**src/rtl/acc_pkg.sv**
```systemverilog
// Shared types and default widths for the accumulator
// datapath and its sequencer.
package acc_pkg;

    typedef enum logic [1:0] {
        IDLE,
        RUN,
        DRAIN,
        DONE
    } acc_state_e;

    localparam int ACC_INPUT_NUM  = 1;
    localparam int ACC_WDP        = 9;
    localparam int ACC_WDP_WEIGHT = 9;
    localparam int ACC_WDP_BIAS   = 13;
    localparam int ACC_MAX_GROUP  = 256;
    localparam int ACC_MAX_OUT    = 256;

endpackage

```
**src/rtl/acc_seq_addr.sv**
```systemverilog
// Beat/output counters and SRAM address generation for acc_seq.
// The weight address steps by one per issued beat, so no multiplier.
import acc_pkg::*;

module acc_seq_addr #(
    parameter int MAX_GROUP = ACC_MAX_GROUP,
    parameter int MAX_OUT   = ACC_MAX_OUT,
    localparam int GW = $clog2(MAX_GROUP + 1),
    localparam int OW = $clog2(MAX_OUT + 1),
    localparam int DA = $clog2(MAX_GROUP),
    localparam int WA = $clog2(MAX_GROUP * MAX_OUT),
    localparam int BA = $clog2(MAX_OUT)
) (
    input  logic          clk,
    input  logic          rst,
    input  logic          clear,
    input  logic          issue,
    input  logic [GW-1:0] n_group,
    input  logic [OW-1:0] n_out,
    output logic [DA-1:0] beat,
    output logic [BA-1:0] o_idx,
    output logic [WA-1:0] w_addr,
    output logic          first_beat,
    output logic          last_beat,
    output logic          last_out
);

    logic [DA-1:0] beat_q, beat_d;
    logic [BA-1:0] o_q, o_d;
    logic [WA-1:0] w_q, w_d;

    assign first_beat = (beat_q == '0);
    assign last_beat  = (GW'(beat_q) == n_group - GW'(1));
    assign last_out   = (OW'(o_q) == n_out - OW'(1));

    always_comb begin
        beat_d = beat_q;
        o_d    = o_q;
        w_d    = w_q;
        if (clear) begin
            beat_d = '0;
            o_d    = '0;
            w_d    = '0;
        end else if (issue) begin
            w_d = w_q + WA'(1);
            if (last_beat) begin
                beat_d = '0;
                o_d    = o_q + BA'(1);
            end else begin
                beat_d = beat_q + DA'(1);
            end
        end
    end

    always_ff @(posedge clk or posedge rst) begin
        if (rst) begin
            beat_q <= '0;
            o_q    <= '0;
            w_q    <= '0;
        end else begin
            beat_q <= beat_d;
            o_q    <= o_d;
            w_q    <= w_d;
        end
    end

    assign beat   = beat_q;
    assign o_idx  = o_q;
    assign w_addr = w_q;

endmodule

```
**src/rtl/acc_seq.sv**
```systemverilog
// Sequencer feeding acc for one fully-connected layer pass:
// issues feature/weight/bias reads and counts returning results.
import acc_pkg::*;

module acc_seq #(
    parameter int INPUT_NUM  = ACC_INPUT_NUM,
    parameter int WDP        = ACC_WDP,
    parameter int WDP_WEIGHT = ACC_WDP_WEIGHT,
    parameter int WDP_BIAS   = ACC_WDP_BIAS,
    parameter int MAX_GROUP  = ACC_MAX_GROUP,
    parameter int MAX_OUT    = ACC_MAX_OUT,
    localparam int GW = $clog2(MAX_GROUP + 1),
    localparam int OW = $clog2(MAX_OUT + 1),
    localparam int DA = $clog2(MAX_GROUP),
    localparam int WA = $clog2(MAX_GROUP * MAX_OUT),
    localparam int BA = $clog2(MAX_OUT)
) (
    input  logic                           clk,
    input  logic                           rst,
    input  logic                           start,
    input  logic [GW-1:0]                  n_group,
    input  logic [OW-1:0]                  n_out,
    input  logic                           stall,
    output logic                           d_rd,
    output logic [DA-1:0]                  d_addr,
    input  logic [WDP*INPUT_NUM-1:0]       d_rdata,
    output logic                           w_rd,
    output logic [WA-1:0]                  w_addr,
    input  logic [WDP_WEIGHT*INPUT_NUM-1:0] w_rdata,
    output logic                           b_rd,
    output logic [BA-1:0]                  b_addr,
    input  logic [WDP_BIAS-1:0]            b_rdata,
    output logic                           acc_en,
    output logic                           acc_first,
    output logic                           acc_last,
    output logic [WDP*INPUT_NUM-1:0]       acc_data,
    output logic [WDP_WEIGHT*INPUT_NUM-1:0] acc_weight,
    output logic [WDP_BIAS-1:0]            acc_bias,
    input  logic                           q_en,
    output logic                           busy,
    output logic                           done
);

    acc_state_e    state_q, state_d;
    logic [GW-1:0] ng_q, ng_d;
    logic [OW-1:0] no_q, no_d;
    logic [OW-1:0] res_q, res_d;
    logic          en_q, en_d;
    logic          first_q, first_d;
    logic          last_q, last_d;

    logic          clear, issue;
    logic          first_beat, last_beat, last_out;

    assign clear = (state_q == IDLE) && start;
    assign issue = (state_q == RUN) && !stall;

    acc_seq_addr #(
        .MAX_GROUP (MAX_GROUP),
        .MAX_OUT   (MAX_OUT)
    ) u_addr (
        .clk        (clk),
        .rst        (rst),
        .clear      (clear),
        .issue      (issue),
        .n_group    (ng_q),
        .n_out      (no_q),
        .beat       (d_addr),
        .o_idx      (b_addr),
        .w_addr     (w_addr),
        .first_beat (first_beat),
        .last_beat  (last_beat),
        .last_out   (last_out)
    );

    always_comb begin
        state_d = state_q;
        ng_d    = ng_q;
        no_d    = no_q;
        res_d   = res_q;
        en_d    = issue;
        first_d = issue && first_beat;
        last_d  = issue && last_beat;
        if (state_q != IDLE && q_en) begin
            res_d = res_q + OW'(1);
        end
        case (state_q)
            IDLE: begin
                if (start) begin
                    ng_d  = n_group;
                    no_d  = n_out;
                    res_d = '0;
                    if (n_group == '0 || n_out == '0) begin
                        state_d = DONE;
                    end else begin
                        state_d = RUN;
                    end
                end
            end
            RUN: begin
                if (issue && last_beat && last_out) begin
                    state_d = DRAIN;
                end
            end
            // res_d already includes a q_en arriving this cycle
            DRAIN: begin
                if (res_d >= no_q) begin
                    state_d = DONE;
                end
            end
            DONE:    state_d = IDLE;
            default: state_d = IDLE;
        endcase
    end

    always_ff @(posedge clk or posedge rst) begin
        if (rst) begin
            state_q <= IDLE;
            ng_q    <= '0;
            no_q    <= '0;
            res_q   <= '0;
            en_q    <= 1'b0;
            first_q <= 1'b0;
            last_q  <= 1'b0;
        end else begin
            state_q <= state_d;
            ng_q    <= ng_d;
            no_q    <= no_d;
            res_q   <= res_d;
            en_q    <= en_d;
            first_q <= first_d;
            last_q  <= last_d;
        end
    end

    assign d_rd       = issue;
    assign w_rd       = issue;
    assign b_rd       = issue && first_beat;
    assign acc_en     = en_q;
    assign acc_first  = first_q;
    assign acc_last   = last_q;
    assign acc_data   = d_rdata;
    assign acc_weight = w_rdata;
    assign acc_bias   = b_rdata;
    assign busy       = (state_q == RUN) || (state_q == DRAIN);
    assign done       = (state_q == DONE);

endmodule

```
**config.mk**
```make
export PLATFORM = sky130hd
export DESIGN_NAME = acc_seq
export DESIGN_NICKNAME = d
export VERILOG_FILES = /design/src/rtl/acc_pkg.sv /design/src/rtl/acc_seq_addr.sv /design/src/rtl/acc_seq.sv
export SDC_FILE = /design/constraint.sdc
export NUM_CORES = 1
export LEC_CHECK = 0
export ABC_AREA = 1
export ABC_CLOCK_PERIOD_IN_PS = 5500
export CELL_PAD_IN_SITES_DETAIL_PLACEMENT = 0
export CELL_PAD_IN_SITES_GLOBAL_PLACEMENT = 1
export CORE_ASPECT_RATIO = 0.7
export CORE_MARGIN = 2
export CORE_UTILIZATION = 37
export DETAILED_ROUTE_END_ITERATION = 10
export PLACE_DENSITY = 0.93
export SYNTH_ARGS = -nofsm -noshare
export SYNTH_HDL_FRONTEND = slang
export SYNTH_SLANG_ARGS = --single-unit
```
**constraint.sdc**
```tcl
create_clock -name clk -period 5.5 [get_ports clk]
set_input_delay 1.1 -clock clk [delete_from_list [all_inputs] [get_ports clk]]
set_output_delay 1.1 -clock clk [all_outputs]
set_load 0.02 [all_outputs]
```
==> flow_metrics.env, run 1 <==
export IMPL_seqCellArea_sq_um=1600
export IMPL_r2r_slack_ns=2.35
export IMPL_ys_seq_area_share_pct=38.2
export IMPL_final_util_pct=46.2
export IMPL_yosys_area_share_simple_pct=28.8
export IMPL_syn_inst=546
export IMPL_fin_skew_ns=0.00814
export IMPL_fillers=1069
export IMPL_cp_end_kind="output port"
export IMPL_crit_path_start="stall"
export IMPL_clockRootBuffer="clkbuf_16"
export IMPL_yosys_area_share_adder_pct=5.97
export IMPL_crit_chain="clkdlybuf4s50_1 -> inv_1 -> nand2_1 -> nor3_1 -> clkdlybuf4s50_1"
export IMPL_grt_use_total_pct=17.4
export IMPL_post_route_min_period_ns=3.83
export IMPL_relSlewSlack_pct=44.9
export IMPL_cts_resized=0
export IMPL_via_count=3654
export IMPL_crit_slowest_cell="clkdlybuf4s50_1"
export IMPL_yosys_cell_types_count=38
export IMPL_r2r_start="state_q[0]$_DFFE_PP0P_"
export IMPL_max_vdd_ir_drop_mv=0.179
export IMPL_hold_buffers=0
export IMPL_max_stage_delay_ns=0.64
export IMPL_tightest_slew_ns=0.827
export IMPL_first_global_vias=3561
export IMPL_drt_initial_drc_count=215
export IMPL_clk_latency_ns=0.34
export IMPL_tns_ns=0
export IMPL_place_gp_congestion=0.841
export IMPL_cts_tree="built"
export IMPL_wl_per_cell_um=13.7
export IMPL_p_comb_share_pct=41.9
export IMPL_dieArea_sq_um=12200
export IMPL_setup_viol=0
export IMPL_antenna_found_initial=0
export IMPL_hold_path_class="flip-flop to flip-flop"
export IMPL_ys_warnings_count=0
export IMPL_start_util_pct=38.1
export IMPL_drc=0
export IMPL_power_share_clock_pct=28.1
export IMPL_async_reset_ff_share_pct=100
export IMPL_synth_compound_area_share_pct=8.60
export IMPL_dpl_cell_area_sq_um=4750
export IMPL_p_int_w=0.00133
export IMPL_synth_xor_area_share_pct=5.23
export IMPL_rsz0062_at_grt="no"
export IMPL_slew_viol_final=0
export IMPL_gr_total_overflow=0
export IMPL_pin_count=125
export IMPL_coreArea_sq_um=11000
export IMPL_die_w_um=131
export IMPL_seq_power_share_pct=30.0
export IMPL_max_freq_ghz=0.261
export IMPL_syn_area_sq_um=4190
export IMPL_routed_wl_mm=10.1
export IMPL_cts_num_sinks=64
export IMPL_port_buffers=62
export IMPL_power_switching_w=0.000926
export IMPL_routed_via_density=4.94
export IMPL_synth_top_family_by_area="simple AND/OR/NAND/NOR gates"
export IMPL_grt_max_degree=65
export IMPL_p_leak_nw=2.39
export IMPL_worstSetupStartpointType="input port"
export IMPL_num_nets_final=656
export IMPL_synthToLayoutAreaGrowth_pct=21.3
export IMPL_grt_pass1_wl_mm=17.0
export IMPL_first_pass_iters=4
export IMPL_drive_gt1_share_pct=8.86
export IMPL_cp_endpoint="b_rd"
export IMPL_syn_area_per_cell_sq_um=7.67
export IMPL_ys_ff_latch=64
export IMPL_synth_top_area_share_pct=38.2
export IMPL_r2r_end="state_q[1]$_DFFE_PP0P_"
export IMPL_crit_path_max_fanout=11
export IMPL_rows=32
export IMPL_hold_viol_final=0
export IMPL_h_tree_depth=3
export IMPL_clk_pin_slew_ns=0.06
export IMPL_hpwl_mm=7.53
export IMPL_critical_path_required_ns=4.40
export IMPL_yosysTopAreaCell="dfrtp_1"
export IMPL_multi_input_area_sq_um=2040
export IMPL_cpMostUsedCell="clkdlybuf4s50_1"
export IMPL_n_antenna_cell=0
export IMPL_max_cap_violations=0
export IMPL_cts_buffers=9
export IMPL_yosys_top_cells_area="dfrtp_1, nand2_1, inv_1"
export IMPL_die_h_um=93.0
export IMPL_synthFlopType="dfrtp_1"
export IMPL_power_density_nw_per_um2=443
export IMPL_synthMuxAreaShare_pct=0
export IMPL_switching_share_pct=41.1
export IMPL_reg2reg_depth=17
export IMPL_cts_buffer_depth=2
export IMPL_ant_nets=0
export IMPL_synth_fp_nets=620
export IMPL_crit_type="input port to output port"
export IMPL_final_area_sq_um=5080
export IMPL_finalCritPeriodShare_pct=69.7
export IMPL_status="finished clean"
export IMPL_synth_edf_count=0
export IMPL_postCtsSetupRepairBufs=0
export IMPL_arrival_ns=2.73
## critical path, delay by kind of cell
family	cells	cell delay, ns
buf+inv	3	1.09
simple gates	2	0.54
## metrics by stage
| stage | hold slack [ns] | total power, W | setup slack, ns | instances |
|---|---|---|---|---|
| final | 0.519 | 0.00225 | 1.67 | 740 |
| after global routing | 0.566 | 0.00243 | 1.59 | 740 |
| after CTS | 0.513 | 0.00226 | 1.65 | 740 |
| after detailed placement | 0.497 | 0.00162 | 1.65 | 724 |
| after global placement | 0.489 | 0.00158 | 1.68 | 724 |
| after floorplan | 0.468 | 0.00138 | 2.48 | 546 |
## final cells by class
class | instances | area share (%)
timing repair buffer | 65 | 12.7
inverter | 75 | 5.54
multi-input combinational | 367 | 40.1
sequential | 64 | 31.5
clock inverter | 7 | 2.04
clock buffer | 9 | 4.43
tap | 153 | 3.77
## layer usage
metal	up-vias	share of wire, %	GRT usage (%)
li1	1805	-	-
met3	24	5.1	5.42
met5	-	0	0
met1	1731	48	22.5
met4	0	2.7	7.43
met2	94	45	27.2
## power by group through the flow
stage	registers (W)	clock network [W]	logic (W)
detailed placement	0.000680	0	0.000938
finish	0.000675	0.000633	0.000944
CTS	0.000673	0.000646	0.000945
global route	0.000690	0.000666	0.00108
global placement	0.000676	0	0.000907
floorplan	0.000674	0	0.000702
## cells in the final DEF (no fill, tap or decap), types with 4 or more instances in the layout
| cell type | count |
|---|---|
| o32ai_1 | 5 |
| clkdlybuf4s50_1 | 62 |
| nand2_2 | 6 |
| xnor2_1 | 9 |
| nand2_1 | 117 |
| nand3_1 | 44 |
| nand4_1 | 12 |
| inv_2 | 6 |
| nor2_2 | 7 |
| ha_1 | 20 |
| nor4_1 | 4 |
| or2_2 | 4 |
| a21oi_1 | 16 |
| o21ai_0 | 32 |
| dfrtp_1 | 64 |
| nor2_1 | 41 |
| inv_1 | 68 |
| clkbuf_16 | 9 |
| o21ai_1 | 4 |
| nor3_1 | 9 |
| xor2_1 | 16 |
## registers in the layout, indices dropped and copies added, names as in the netlist
| signal | cells |
|---|---|
| acc_last | 1 |
| u_addr.beat | 8 |
| state_q | 2 |
| ng_q | 9 |
| acc_en | 1 |
| u_addr.o_idx | 8 |
| u_addr.w_addr | 16 |
| acc_first | 1 |
| no_q | 9 |
| res_q | 9 |
## worst min path at each step
| stage | startpoint | endpoint | cells after the start |
|---|---|---|---|
| after floorplan | no_q[8]$_DFFE_PP0P_ | no_q[8]$_DFFE_PP0P_ | 2 |
| after global placement | no_q[8]$_DFFE_PP0P_ | no_q[8]$_DFFE_PP0P_ | 2 |
| after detailed placement | no_q[8]$_DFFE_PP0P_ | no_q[8]$_DFFE_PP0P_ | 2 |
| after CTS | no_q[8]$_DFFE_PP0P_ | no_q[8]$_DFFE_PP0P_ | 2 |
| after global routing | no_q[8]$_DFFE_PP0P_ | no_q[8]$_DFFE_PP0P_ | 2 |
| final | no_q[8]$_DFFE_PP0P_ | no_q[8]$_DFFE_PP0P_ | 2 |
## synthesized netlist by cell type (3+ instances only)
library cell,number
nand3_1,44
nand4_1,12
nor4_1,4
nand2_1,117
o32ai_1,5
o21ai_1,4
or2_2,4
xor2_1,16
dfrtp_1,64
ha_1,20
clkbuf_1,7
buf_4,32
xnor2_1,9
nand2_2,6
inv_2,5
nor2_1,41
nor2_2,7
inv_1,69
nor3_1,9
nor2_4,3
o21ai_0,32
a21oi_1,16
## cell families after synthesis
| kind of cell | Yosys count |
|---|---|
| AOI/OAI and AO/OA | 64 |
| xor gates and xnor gates | 25 |
| adders and majority gates | 20 |
| buffers and inverters | 115 |
| DFF | 64 |
| and+or+nand+nor | 258 |
(Power assumes the default switching activity.)
==> run 2: changes to the inputs <==
ABC_CLOCK_PERIOD_IN_PS = 3800   (was 5500)
CORE_UTILIZATION = 34   (was 37)
PLACE_DENSITY = 0.87   (was 0.93)
clock period = 3.8 ns   (was 5.5 ns; I/O delays follow)
==> run 2 against run 1 <==
Against the previous run:
- clock power increased by 21%
- non-clock buffer count increased by 1
- die area increased by 8.5%
- sequential power increased by 44%
- clock skew increased by 0.0022 ns
- worst setup slack got worse by 1.1 ns
- largest cell class unchanged
- largest power group unchanged
==> flow_metrics.env, run 2 (same netlist as run 1, synthesis figures left out) <==
export IMPL_status="finished clean"
export IMPL_grt_pass1_wl_mm=16.8
export IMPL_p_leak_nw=2.37
export IMPL_hold_viol_final=0
export IMPL_setup_viol=0
export IMPL_grt_use_total_pct=16.0
export IMPL_largest_reg_flops=16
export IMPL_via_count=3620
export IMPL_crit_chain="clkdlybuf4s50_1 -> inv_1 -> nand2_1 -> nor3_1 -> clkdlybuf4s50_1"
export IMPL_antenna_found_initial=0
export IMPL_max_vdd_ir_drop_mv=0.298
export IMPL_gr_total_overflow=0
export IMPL_cts_buffers=9
export IMPL_min_path_cells=2
export IMPL_clk_latency_ns=0.34
export IMPL_die_h_um=96.9
export IMPL_routed_wl_mm=10.1
export IMPL_postCtsSetupRepairBufs=0
export IMPL_grt_max_degree=44
export IMPL_port_buffers=62
export IMPL_dp_worst_setup_slack_ns=0.418
export IMPL_max_cap_violations=0
export IMPL_hold_path_class="flip-flop to flip-flop"
export IMPL_crit_slowest_cell="clkdlybuf4s50_1"
export IMPL_finalCritPeriodShare_pct=84.3
export IMPL_slew_viol_final=0
export IMPL_max_stage_delay_ns=0.66
export IMPL_arrival_ns=2.44
export IMPL_crit_type="input port to output port"
export IMPL_max_freq_ghz=0.312
export IMPL_critical_path_required_ns=3.04
export IMPL_fin_skew_ns=0.0104
export IMPL_crit_path_max_fanout=11
export IMPL_cts_num_sinks=64
export IMPL_worstSetupStartpointType="input port"
export IMPL_cpMostUsedCell="clkdlybuf4s50_1"
export IMPL_synthToLayoutAreaGrowth_pct=20.2
export IMPL_power_density_nw_per_um2=614
export IMPL_drive_gt1_share_pct=8.84
export IMPL_cts_tree="built"
export IMPL_cts_resized=0
export IMPL_first_global_vias=3551
export IMPL_wl_per_cell_um=13.6
export IMPL_drc=0
export IMPL_cp_end_kind="output port"
export IMPL_place_gp_congestion=0.852
export IMPL_rsz0062_at_grt="no"
export IMPL_fillers=1173
export IMPL_tns_ns=0
export IMPL_drt_initial_drc_count=217
export IMPL_start_util_pct=35.4
export IMPL_post_route_min_period_ns=3.20
export IMPL_dieArea_sq_um=13200
export IMPL_most_common_layout_cells="nand2_1, inv_1, dfrtp_1"
export IMPL_ant_nets=0
export IMPL_tightest_slew_ns=0.617
export IMPL_first_pass_iters=7
export IMPL_clockRootBuffer="clkbuf_16"
export IMPL_clk_pin_slew_ns=0.06
export IMPL_die_w_um=137
export IMPL_rows=33
export IMPL_coreArea_sq_um=11900
export IMPL_pin_count=125
export IMPL_relSlewSlack_pct=58.8
export IMPL_reg2reg_depth=17
export IMPL_n_antenna_cell=0
export IMPL_hpwl_mm=7.64
export IMPL_cts_buffer_depth=2
export IMPL_multi_input_area_sq_um=2040
export IMPL_timing_final_ws_setup_ns=0.597
export IMPL_num_nets_final=657
export IMPL_h_tree_depth=3
export IMPL_routed_via_density=4.86
export IMPL_seqCellArea_sq_um=1600
export IMPL_layout_commonest_cell="nand2_1"
export IMPL_hold_buffers=0
## run 2: where the power goes
group / switching [W] / total [W] / internal, W / leakage [nW]
sequential: 0.000146 / 0.000973 / 0.000827 / 0.856
clock: 0.000321 / 0.000764 / 0.000443 / 0.133
combinational: 0.000847 / 0.00136 / 0.000512 / 1.38
total: 0.00131 / 0.00310 / 0.00178 / 2.37
## run 2: stage by stage
| step | cell area, sq um | hold slack [ns] | util (%) | instances | power, W |
|---|---|---|---|---|---|
| 2_1_floorplan | 4190 | 0.468 | - | 546 | 0.00199 |
| 3_3_place_gp | 4770 | 0.506 | 40.2 | 729 | 0.00231 |
| 3_5_place_dp | 4770 | 0.518 | 40.2 | 729 | 0.00234 |
| 4_1_cts | 5040 | 0.532 | 42.5 | 745 | 0.00311 |
| 5_1_grt | 5040 | 0.569 | 42.5 | 745 | 0.00336 |
| 6_report | 5040 | 0.530 | 42.5 | 745 | 0.00310 |
## run 2: path summary, 6_finish.rpt
check,slack [ns],startpoint,to
worst max-delay path,0.60,stall,b_rd
worst min-delay path,0.53,no_q[8]$_DFFE_PP0P_,no_q[8]$_DFFE_PP0P_
worst max register to register,0.79,state_q[0]$_DFFE_PP0P_,state_q[1]$_DFFE_PP0P_
worst min register to register,0.53,no_q[8]$_DFFE_PP0P_,no_q[8]$_DFFE_PP0P_
max in group asynchronous,2.26,rst,res_q[5]$_DFF_PP0_
min in group asynchronous,0.83,rst,u_addr.w_addr[15]$_DFFE_PP0P_
## run 2: critical path: cells and delay by family
family                 cells  cell delay (ns)
buffers and inverters      3             1.10
and+or+nand+nor            2             0.58
## run 2: area by class of cell
cell class | count | area share (%)
multi-input combinational | 367 | 40.4
sequential | 64 | 31.8
timing repair buffer | 66 | 12.9
inverter | 75 | 5.59
clock buffer | 10 | 4.54
tap | 157 | 3.90
clock inverter | 6 | 0.869
## run 2: metal layers
metal	global-route usage (%)	vias to the layer above	wire [um]
met1	23.0	1704	5290
met4	5.53	0	187
met3	4.87	19	508
met5	0	-	0
met2	22.7	85	4130
li1	-	1812	-
==> run 3: changes to the inputs <==
ABC_CLOCK_PERIOD_IN_PS = 2800   (was 3800)
CORE_UTILIZATION = 31   (was 34)
PLACE_DENSITY = 0.84   (was 0.87)
clock period = 2.8 ns   (was 3.8 ns; I/O delays follow)
==> run 3 against run 2 <==
Against the previous run:
- count of clock-buffer cells in the layout did not move
- sequential power is 35% higher
- die area is 9.3% higher
- critical path depth rose by 13
- cell area is 4.8% higher
- combinational power up 46%
- flip-flop and latch count did not move
- routed wire length rose by 4.9%
- core utilization fell by 2.5 points
- register-to-register slack got worse by 0.66 ns
- final cell count is 5.6% higher
- highest routed layer unchanged
==> flow_metrics.env, run 3 (same netlist as run 1, synthesis figures left out) <==
export IMPL_grt_max_degree=50
export IMPL_cts_buffer_depth=2
export IMPL_first_global_vias=3635
export IMPL_clk_pin_slew_ns=0.06
export IMPL_fin_skew_ns=0.00616
export IMPL_cp_end_kind="flip-flop"
export IMPL_p_int_w=0.00252
export IMPL_largest_reg_flops=16
export IMPL_most_common_layout_cells="nand2_1, inv_1, dfrtp_1"
export IMPL_max_freq_ghz=0.375
export IMPL_n_antenna_cell=0
export IMPL_ant_nets=0
export IMPL_max_cap_violations=0
export IMPL_hold_viol_final=0
export IMPL_fillers=1339
export IMPL_pin_count=125
export IMPL_power_switching_w=0.00184
export IMPL_arrival_ns=2.90
export IMPL_hold_buffers=0
export IMPL_finalCritPeriodShare_pct=95.3
export IMPL_switching_share_pct=42.1
export IMPL_final_area_sq_um=5280
export IMPL_dp_cells=769
export IMPL_status="finished clean"
export IMPL_power_share_clock_pct=24.4
export IMPL_p_leak_nw=2.46
export IMPL_num_nets_final=671
export IMPL_crit_path_max_fanout=5
export IMPL_grt_use_total_pct=15.5
export IMPL_rows=35
export IMPL_cts_tree="built"
export IMPL_dpl_cell_area_sq_um=4900
export IMPL_hold_path_class="input port to async pin"
export IMPL_max_vdd_ir_drop_mv=0.411
export IMPL_clockRootBuffer="clkbuf_16"
export IMPL_routed_wl_mm=10.6
export IMPL_relSlewSlack_pct=71.1
export IMPL_p_comb_share_pct=45.5
export IMPL_via_count=3705
export IMPL_setup_viol=0
export IMPL_seq_power_share_pct=30.1
export IMPL_worstSetupStartpointType="flip-flop"
export IMPL_drc=0
export IMPL_first_pass_iters=4
export IMPL_hpwl_mm=7.87
export IMPL_cts_buffers=9
export IMPL_seqCellArea_sq_um=1600
export IMPL_layout_cells_non_filler=787
export IMPL_port_buffers=62
export IMPL_coreArea_sq_um=13200
export IMPL_drive_gt1_share_pct=13.5
export IMPL_drt_initial_drc_count=201
export IMPL_routed_via_density=4.71
export IMPL_synthToLayoutAreaGrowth_pct=26.0
export IMPL_slew_viol_final=0
export IMPL_power_density_nw_per_um2=826
export IMPL_h_tree_depth=3
export IMPL_grt_pass1_wl_mm=17.7
export IMPL_die_h_um=101
export IMPL_tightest_slew_ns=0.434
export IMPL_die_w_um=143
export IMPL_multi_input_area_sq_um=2110
export IMPL_critical_path_required_ns=3.03
export IMPL_start_util_pct=31.8
export IMPL_crit_type="flip-flop to flip-flop"
export IMPL_dieArea_sq_um=14500
export IMPL_post_route_min_period_ns=2.67
export IMPL_antenna_found_initial=0
export IMPL_clk_latency_ns=0.34
export IMPL_gr_total_overflow=0
export IMPL_place_gp_congestion=0.857
export IMPL_cts_num_sinks=64
export IMPL_wl_per_cell_um=13.5
export IMPL_layout_commonest_cell="nand2_1"
[run 3: cell count changes in the layout (fill, tap and decap cells not counted), sizes merged]
cell | before | now
clkinv | 5 | 2
clkinvlp | 1 | 4
buf | 4 | 18
dlymetal6s2s | 0 | 2
clkdlybuf4s50 | 62 | 60
[run 3: per-stage QoR]
| step | worst slack [ns] | setup TNS (ns) | total power, W | hold slack [ns] | util [%] |
|---|---|---|---|---|---|
| 4_1_cts | 0.0425 | 0 | 0.00434 | 0.523 | 39.4 |
| 3_5_place_dp | -0.324 | -0.645 | 0.00323 | 0.514 | 37.2 |
| 2_1_floorplan | 0.168 | 0 | 0.00270 | 0.468 | - |
| 3_3_place_gp | -0.257 | -0.507 | 0.00318 | 0.506 | 37.2 |
| 5_1_grt | -0.0488 | -0.0740 | 0.00474 | 0.541 | 40.1 |
| 6_report | 0.131 | 0 | 0.00436 | 0.513 | 40.1 |
[run 3: area by class of cell]
cell class | instances | share of cell area [%]
clock inverter | 6 | 0.829
clock buffer | 10 | 4.53
inverter | 75 | 5.33
multi-input combinational | 367 | 40.0
timing repair buffer | 80 | 14.6
sequential | 64 | 30.3
tap | 185 | 4.38
[run 3: power by group through the flow]
stage | Sequential, W | Combinational (W) | Clock (W)
3_3_place_gp | 0.00132 | 0.00186 | 0
5_1_grt | 0.00134 | 0.00226 | 0.00114
3_5_place_dp | 0.00132 | 0.00191 | 0
6_report | 0.00131 | 0.00198 | 0.00107
2_1_floorplan | 0.00132 | 0.00138 | 0
4_1_cts | 0.00131 | 0.00193 | 0.00110
[run 3: worst max-delay path, cell delays in order, from the launching register on]
cell and delay [ns]:
dfrtp_1 0.35, inv_1 0.08, ha_4 0.18, inv_2 0.08, nand2_1 0.08, nor2_2 0.12
nand2_2 0.09, nor2_4 0.14, nand2_1 0.07, nor2_1 0.13, xor2_1 0.23, ha_1 0.20
nand2_1 0.08, nor2_2 0.15, nand2_1 0.09, o2111ai_2 0.26, nand3_2 0.11, nand2_1 0.07
nand2_1 0.05
[run 3: routing by layer]
layer  share of wire [%]  GRT usage (%)  up-vias
met3                 5.0           5.15       19
met2                  44           23.5       91
li1                    -              -     1844
met5                   0              0        -
met4                 1.7           5.18        0
met1                  49           21.0     1751
[run 3: what timing repair did]
item                                   in CTS  in global routing
resized for setup                           1                 18
endpoints found under the hold margin       0                  0
setup endpoints to repair                   2                  3
buffers inserted                            0                  2
pin swaps                                   0                 11
[run 3: path summary, 6_finish.rpt]
check                                       startpoint                endpoint  slack (ns)  cells after the start
min in group clk                   no_q[8]$_DFFE_PP0P_     no_q[8]$_DFFE_PP0P_        0.52                      2
worst max register to register  state_q[1]$_DFFE_PP0P_  state_q[1]$_DFFE_PP0P_        0.13                     18
worst max-delay path            state_q[1]$_DFFE_PP0P_  state_q[1]$_DFFE_PP0P_        0.13                     18
max in group asynchronous                          rst     ng_q[3]$_DFFE_PP0P_        1.68                      3
worst min register to register     no_q[8]$_DFFE_PP0P_     no_q[8]$_DFFE_PP0P_        0.52                      2
worst min-delay path                               rst        acc_en$_DFF_PP0_        0.51                      2
